--- src/rtl/aes_pkg.sv ---
`default_nettype none
// ============================================================================
// Module      : aes_pkg
// Description : Shared types, constants and byte-level helpers for AES rounds
// Revision    : 1.0 - initial release
// ============================================================================
package aes_pkg;

    localparam int AES_BLK_W = 128;

    // Legal round counts for AES-128 / AES-192 / AES-256
    localparam int NR_AES128 = 10;
    localparam int NR_AES192 = 12;
    localparam int NR_AES256 = 14;

    typedef enum logic [1:0] {
        ST_IDLE  = 2'd0,
        ST_ROUND = 2'd1,
        ST_DONE  = 2'd2
    } state_t;

    // Byte (row r, column c) lives at [127-8*(4c+r) -: 8]; row r rotates left by r.
    function automatic logic [AES_BLK_W-1:0] shift_rows(input logic [AES_BLK_W-1:0] s);
        logic [AES_BLK_W-1:0] t;
        t = '0;
        for (int c = 0; c < 4; c++) begin
            for (int r = 0; r < 4; r++) begin
                t[127-8*(4*c+r) -: 8] = s[127-8*(4*((c+r)%4)+r) -: 8];
            end
        end
        return t;
    endfunction

    function automatic logic [7:0] xtime(input logic [7:0] b);
        return {b[6:0], 1'b0} ^ (b[7] ? 8'h1b : 8'h00);
    endfunction

endpackage
`default_nettype wire

--- src/rtl/aes_enc_seq_mixcolumns.sv ---
`default_nettype none
// ============================================================================
// Module      : mixcolumns
// Description : Combinational AES MixColumns over a 128-bit column-major state
// Revision    : 1.0 - initial release
// ============================================================================
module mixcolumns
    import aes_pkg::*;
(
    input  logic [AES_BLK_W-1:0] i_data,
    output logic [AES_BLK_W-1:0] o_data
);

    for (genvar c = 0; c < 4; c++) begin : g_col
        logic [7:0] w_a0;
        logic [7:0] w_a1;
        logic [7:0] w_a2;
        logic [7:0] w_a3;

        assign w_a0 = i_data[127-32*c -: 8];
        assign w_a1 = i_data[119-32*c -: 8];
        assign w_a2 = i_data[111-32*c -: 8];
        assign w_a3 = i_data[103-32*c -: 8];

        // 3*x is xtime(x) ^ x
        assign o_data[127-32*c -: 8] = xtime(w_a0) ^ xtime(w_a1) ^ w_a1 ^ w_a2 ^ w_a3;
        assign o_data[119-32*c -: 8] = w_a0 ^ xtime(w_a1) ^ xtime(w_a2) ^ w_a2 ^ w_a3;
        assign o_data[111-32*c -: 8] = w_a0 ^ w_a1 ^ xtime(w_a2) ^ xtime(w_a3) ^ w_a3;
        assign o_data[103-32*c -: 8] = xtime(w_a0) ^ w_a0 ^ w_a1 ^ w_a2 ^ xtime(w_a3);
    end

endmodule
`default_nettype wire

--- src/rtl/aes_enc_seq.sv ---
`default_nettype none
// ============================================================================
// Module      : aes_enc_seq
// Description : Iterative one-round-per-cycle AES encryptor; S-box and key
//               schedule are supplied by the parent.
// Revision    : 1.0 - initial release
// ============================================================================
module aes_enc_seq
    import aes_pkg::*;
#(
    parameter int NR = 10
)
(
    input  logic                 clk,
    input  logic                 rst,
    input  logic                 in_valid,
    output logic                 in_ready,
    input  logic [AES_BLK_W-1:0] in_data,
    output logic [3:0]           rk_idx,
    input  logic [AES_BLK_W-1:0] rk_data,
    output logic [AES_BLK_W-1:0] sb_in,
    input  logic [AES_BLK_W-1:0] sb_out,
    output logic                 out_valid,
    input  logic                 out_ready,
    output logic [AES_BLK_W-1:0] out_data,
    output logic                 busy
);

    localparam logic [3:0] C_NR_LAST = 4'(NR);

    state_t               r_state;
    state_t               w_state_nxt;
    logic [3:0]           r_round;
    logic [3:0]           w_round_nxt;
    logic [AES_BLK_W-1:0] r_blk;
    logic [AES_BLK_W-1:0] w_blk_nxt;
    logic [AES_BLK_W-1:0] w_sr;
    logic [AES_BLK_W-1:0] w_mc;

    assign w_sr = shift_rows(sb_out);

    mixcolumns u_mixcolumns (
        .i_data (w_sr),
        .o_data (w_mc)
    );

    always_ff @(posedge clk) begin
        if (rst) begin
            r_state <= ST_IDLE;
            r_round <= 4'd0;
            r_blk   <= '0;
        end else begin
            r_state <= w_state_nxt;
            r_round <= w_round_nxt;
            r_blk   <= w_blk_nxt;
        end
    end

    always_comb begin
        w_state_nxt = r_state;
        w_round_nxt = r_round;
        w_blk_nxt   = r_blk;
        in_ready    = 1'b0;
        rk_idx      = 4'd0;

        case (r_state)
            ST_IDLE: begin
                in_ready = 1'b1;
            end
            ST_ROUND: begin
                rk_idx = r_round;
                if (r_round == C_NR_LAST) begin
                    w_blk_nxt   = w_sr ^ rk_data;
                    w_state_nxt = ST_DONE;
                end else begin
                    w_blk_nxt   = w_mc ^ rk_data;
                    w_round_nxt = r_round + 4'd1;
                end
            end
            ST_DONE: begin
                in_ready = out_ready;
                if (out_ready) begin
                    w_state_nxt = ST_IDLE;
                    w_round_nxt = 4'd0;
                end
            end
            default: begin
                w_state_nxt = ST_IDLE;
            end
        endcase

        // Accept overrides the above, so a DONE hand-off starts the next block without a bubble
        if (in_valid && in_ready) begin
            w_blk_nxt   = in_data ^ rk_data;
            w_round_nxt = 4'd1;
            w_state_nxt = ST_ROUND;
        end
    end

    assign sb_in     = r_blk;
    assign out_data  = r_blk;
    assign out_valid = (r_state == ST_DONE);
    assign busy      = (r_state != ST_IDLE);

endmodule
`default_nettype wire

--- config.mk ---
export PLATFORM = sky130hd
export DESIGN_NAME = aes_enc_seq
export DESIGN_NICKNAME = d
export VERILOG_FILES = /design/src/rtl/aes_pkg.sv /design/src/rtl/aes_enc_seq_mixcolumns.sv /design/src/rtl/aes_enc_seq.sv
export SDC_FILE = /design/constraint.sdc
export NUM_CORES = 1
export LEC_CHECK = 0
export CAP_MARGIN = 20
export CORE_AREA = 2 2 253 255
export DETAILED_ROUTE_END_ITERATION = 16
export DIE_AREA = 0 0 255 257
export SYNTH_ARGS = -nofsm -noshare
export SYNTH_HDL_FRONTEND = slang
export SYNTH_HIERARCHICAL = 1
export SYNTH_SLANG_ARGS = --single-unit
--- constraint.sdc ---
create_clock -name clk -period 2.7 [get_ports clk]
set_input_delay 0.54 -clock clk [delete_from_list [all_inputs] [get_ports clk]]
set_output_delay 0.54 -clock clk [all_outputs]
set_load 0.05 [all_outputs]
### Word-level counts from Yosys, hierarchy flattened

Index checks and enable logic that the tools add are counted.
Widths: inputs -> output; s select.

* $add $sub $neg: 1
* equality and inequality tests: 10
* muxes and demuxes: 29
* bitwise operators: 84
* reduce and logical (&&, ||, !) cells: 11

Operators with widths (number)
* $xor 8x8->8: 80
* $mux 128: 3
* $xor 128x128->128: 3
* $mux 5: 16
* $mux 4: 3
* $reduce_and 3->1: 4
* $pmux 4 s2: 1
* $ne 2x2->1 const B: 3
* $ne 3x3->1 const B: 2
* $pmux 2 s3: 1
* $reduce_bool 2->1: 3
* $add 4x1->4 const B: 1
* $eq 4x4->1 const B: 1
* $mux 2: 2
* $ne 3x1->1 const B: 1
* $reduce_bool 3->1: 1
* $eq 2x1->1 const B: 1
* $eq 2x2->1 const B: 1
* $logic_not 2->1: 1
* $mux 1: 2
* $ne 2x1->1 const B: 1
* $pmux 1 s2: 1
* $reduce_or 2->1: 1
* $logic_and 1x1->1: 1
* $not 1->1: 1

* bits in registers: 134
* output and inout port bits: 263

### Logic depth before layout (Yosys ltp)

* depth in word-level cells: 10
* gate-level depth with buffers: 8

### Modules after synthesis

The synthesis kept the hierarchy.

By module, submodules not included
* aes_enc_seq: instances 1, cells an instance 910, area an instance 9872.0 um2
* mixcolumns: instances 1, cells an instance 317, area an instance 5265.0 um2

### Worst setup path before layout

Ideal clock, no wire load.

* kind: input -> register
* start: input port sb_out[39]
* end: register r_blk[1], in the netlist out_data[1]
* setup time: 0.117 ns
* arrival time: 2.178 ns
* path slack: 0.405 ns
* cell stages on the path: 6
* path buffers: 1
* path through: clkbuf_8 -> xor3_1 -> xnor3_4 -> mux2_4 -> a221o_1 -> a22o_1

* longest elaborated chain between the ends: 7

Ends and longest elaborated chain
* from (decl): line aes_enc_seq.sv:22 `input logic [AES_BLK_W-1:0] sb_out,`
* $mux 5: line aes_pkg.sv:35 `return {b[6:0], 1'b0} ^ (b[7] ? 8'h1b : 8'h00);`
* $xor 8x8->8: line aes_pkg.sv:35
* $xor 8x8->8: line aes_enc_seq_mixcolumns.sv:29 `assign o_data[103-32*c -: 8] = xtime(w_a0) ^ w_a0 ^ w_a1 ^ w_a2 ^ xtime(w_a3);`
* net w_mc[1]: line aes_enc_seq.sv:38 `logic [AES_BLK_W-1:0] w_mc;`
* $xor 128x128->128: line aes_enc_seq.sv:76 `w_blk_nxt = w_mc ^ rk_data;`
* $mux 128: line aes_enc_seq.sv:72 `if (r_round == C_NR_LAST) begin`
* $mux 128: line aes_enc_seq.sv:66 `case (r_state)`
* $mux 128: line aes_enc_seq.sv:93 `if (in_valid && in_ready) begin`
* to (signal assigned): line aes_enc_seq.sv:55 `r_blk <= w_blk_nxt;`
* to (decl): line aes_enc_seq.sv:35 `logic [AES_BLK_W-1:0] r_blk;`

The timed path passes the listed nets, and every way through them passes these cells. The select of a mux whose other input is x is not followed.
A chain may end at the register's enable or synchronous reset.

### Worst setup path after layout

* start: register r_state[0]
* end: output port busy

* longest elaborated chain between the ends: 1

Ends and longest elaborated chain
* from (decl): line aes_enc_seq.sv:31 `state_t r_state;`
* from (signal assigned): line aes_enc_seq.sv:53 `r_state <= w_state_nxt;`
* $reduce_bool 2->1: line aes_enc_seq.sv:103 `assign busy = (r_state != ST_IDLE);`
* to (decl): line aes_enc_seq.sv:26 `output logic busy`

No other way between the ends.

==> metrics.txt <==
min Tclk post-route=2.60 ns; CTS clk-pin slew, worst paths=0.07 ns; vias in the first global route=13700; Final Worst Setup Slack=0.0995 ns; WP data arrival=2.06 ns; Clock Sinks=134; starting density of the core=24.1%; Final setup viols=0; Largest delay share family, worst path=buffers and inverters; first-pass GRT wire length=89200 um; post-synthesis cell count=1227; DP Worst Slack=-0.188 ns; Post-Syn Nets=1617; CP Buf/Inv Count=1; GRT Overall Usage=18.3%; predominant post-synthesis flop cell=dfxtp_1; Layout Nets=2257; Final Hold Viols=0; Hold Path Class=flip-flop to flip-flop; register area share after synthesis=17.7%; Worst Setup Path Type=flip-flop to primary output; Skew-Pair Late Insertion Delay=0.49 ns; cell area power density=532 nW/um^2; routed vias/inst=4.97; cell with the largest stage delay on the worst path=clkdlybuf4s50_1; Die W=255 um; Min Hold Slack=0.502 ns; logic gate share of total power=59.4%; GP Congestion=0.883; Syn Area/Cell=12.3 um^2; dpl cell area=22900 um^2; Worst-Margin Slew=0.584 ns; Sequential Power Share=20.1%; final design utilization=37.5%; library cells used by synthesis=46; htree depth=4; Clk pwr share=20.5%; Routed Antenna Nets=0; Worst path max stage delay=0.80 ns; Worst EP required=2.16 ns; CP Launch Type=flip-flop; skew final=0.0145 ns; Async SR Flop Fraction=0%; fraction of layout cells with a size suffix above 1=20.7%; num rows=92; relative slew slack=61.0%; io pins=651; internal cell power=7.39 mW; CP endpoint kind=primary output; total congestion overflow=0; Root Driver=clkbuf_16; Num CTS Buffers=17; switch share=41.0%; HPWL Detailed=49700 um; Max Fclk=385 MHz; Total Wirelength=62500 um; initial antenna violation count=5; Yosys warnings=6; Pins Over Slew Limit=0; DRC Markers=0; final worst path period share=96.3%; Power Total=12.5 mW; Worst Path Max Fanout=11; vias post-DR=13600; leak pwr=10.3 nW; die area=65500 um^2; DRT iter0 DRCs=951; DRT Pass-1 Iters=5; Max IR drop VDD=0.325 mV; die span in y=257 um; Post-synth EDFFs=0; CTS tree=built; core area=62700 um^2; Layout area overhead=55.5%; synthesized cell area=15100 um^2; Max clock buf depth=2; RSZ-0062 raised after global routing=no; wire length per cell=22.9 um; Max Cap Viol=0; design area=23500 um^2; #FFs+latches synth=134; # port buffers=650; run status=finished, final reports clean; cell chain of the critical path=or2_2, clkdlybuf4s50_1; Post-CTS Hold Buffers=0; Switch Pwr=5.14 mW; largest net degree at the start of global routing=67
[cells in the mapped netlist (3+ instances only)]
library cell / instances / area share [%]
xnor2_1: 60 / 3.5
mux2_4: 109 / 11
nand2_1: 3 / 0.074
mux2_2: 19 / 1.4
a22o_1: 128 / 7.4
buf_4: 128 / 6.3
inv_1: 3 / 0.074
xnor3_1: 134 / 20
nor2_1: 4 / 0.099
clkbuf_1: 47 / 1.2
xor3_1: 36 / 5.7
and2_1: 4 / 0.17
xor2_1: 57 / 3.3
a221o_1: 128 / 8.5
nand2b_1: 4 / 0.17
buf_12: 11 / 1.5
buf_1: 11 / 0.27
a21oi_1: 4 / 0.13
dfxtp_1: 134 / 18
nor2b_1: 5 / 0.21
buf_2: 31 / 1.0
xnor2_2: 6 / 0.64
o221ai_1: 128 / 7.4
or3_1: 3 / 0.12
[final cells by class]
type	instances	area [um^2]
Fill cell	6073	39200
Multi-Input combinational cell	858	10900
Timing Repair Buffer	853	8270
Sequential cell	134	2680
Tap cell	846	1060
Clock buffer	20	457
Clock inverter	11	151
Antenna cell	5	12.5
Inverter	3	11.3
[worst reg2reg max path: cells and delay by family (launching register included)]
family,cells,cell delay (ns)
simple gates,1,0.24
mux,1,0.41
buf+inv,2,0.47
compound gates,2,0.51
flops,1,0.42
fa+ha+maj,1,0.21
[what timing repair did]
item	4_1_cts	5_1_grt
setup endpoints to repair	1	3
resized for setup	1	1
buffers inserted	0	0
endpoints found under the hold margin	0	0
[flip-flops by register name (all words and copies together), names as in the netlist]
name	count
r_round	4
out_data	128
r_state	2
[per-stage QoR]
stage	setup TNS (ns)	std cells
6_report	0	2730
5_1_grt	0	2730
4_1_cts	0	2725
3_5_place_dp	-5.90	2694
3_3_place_gp	-3.94	2694
2_1_floorplan	0	1227
[cell families (layout without fill, tap and decap cells)]
family / after synthesis / in the layout / share of synthesized area (%)
xor gates and xnor gates: 300 / 300 / 34.2
DFF: 134 / 134 / 17.7
other: 0 / 5 / 0
buffers and inverters: 235 / 887 / 10.7
AOI/OAI and AO/OA: 397 / 397 / 23.8
muxes: 129 / 129 / 12.3
and+or+nand+nor: 30 / 30 / 1.16
adders and majority gates: 2 / 2 / 0.165
[placed cells by master, fill, tap and decap left out, drive strengths merged, types with 5 or more instances in the layout]
cell / n
clkdlybuf4s50: 642
nor2b: 5
a22o: 128
mux2: 128
o221ai: 128
a221o: 128
clkbuf: 20
xnor3: 136
xnor2: 68
dfxtp: 134
diode: 5
buf: 210
xor2: 58
xor3: 38
[path summary, 6_finish.rpt]
| kind | from | end | slack (ns) | depth (start not counted) |
|---|---|---|---|---|
| max | r_state[0] | busy | 0.1 | 2 |
| min | out_data[16] | out_data[16] | 0.50 | 1 |
| max reg2reg | r_round[1] | out_data[109] | 0.34 | 7 |
| min reg2reg | out_data[16] | out_data[16] | 0.50 | 1 |
[power by group through the flow]
stage                     registers [mW]  clock network [mW]  logic (mW)
after floorplan                     3.33                   0        4.13
after global placement              2.55                   0        7.35
after detailed placement            2.55                   0        7.43
after CTS                           2.52                2.65        7.46
after global routing                2.54                2.72        7.75
final                               2.51                2.57        7.44
[routing by layer]
metal	GRT usage, %	vias to the layer above	wire (um)
met4	6.64	0	1620
met3	4.13	70	4200
met2	32.0	559	31500
met1	21.7	6769	25100
met5	0	-	0
li1	-	6159	-
(Power assumes the default switching activity.)
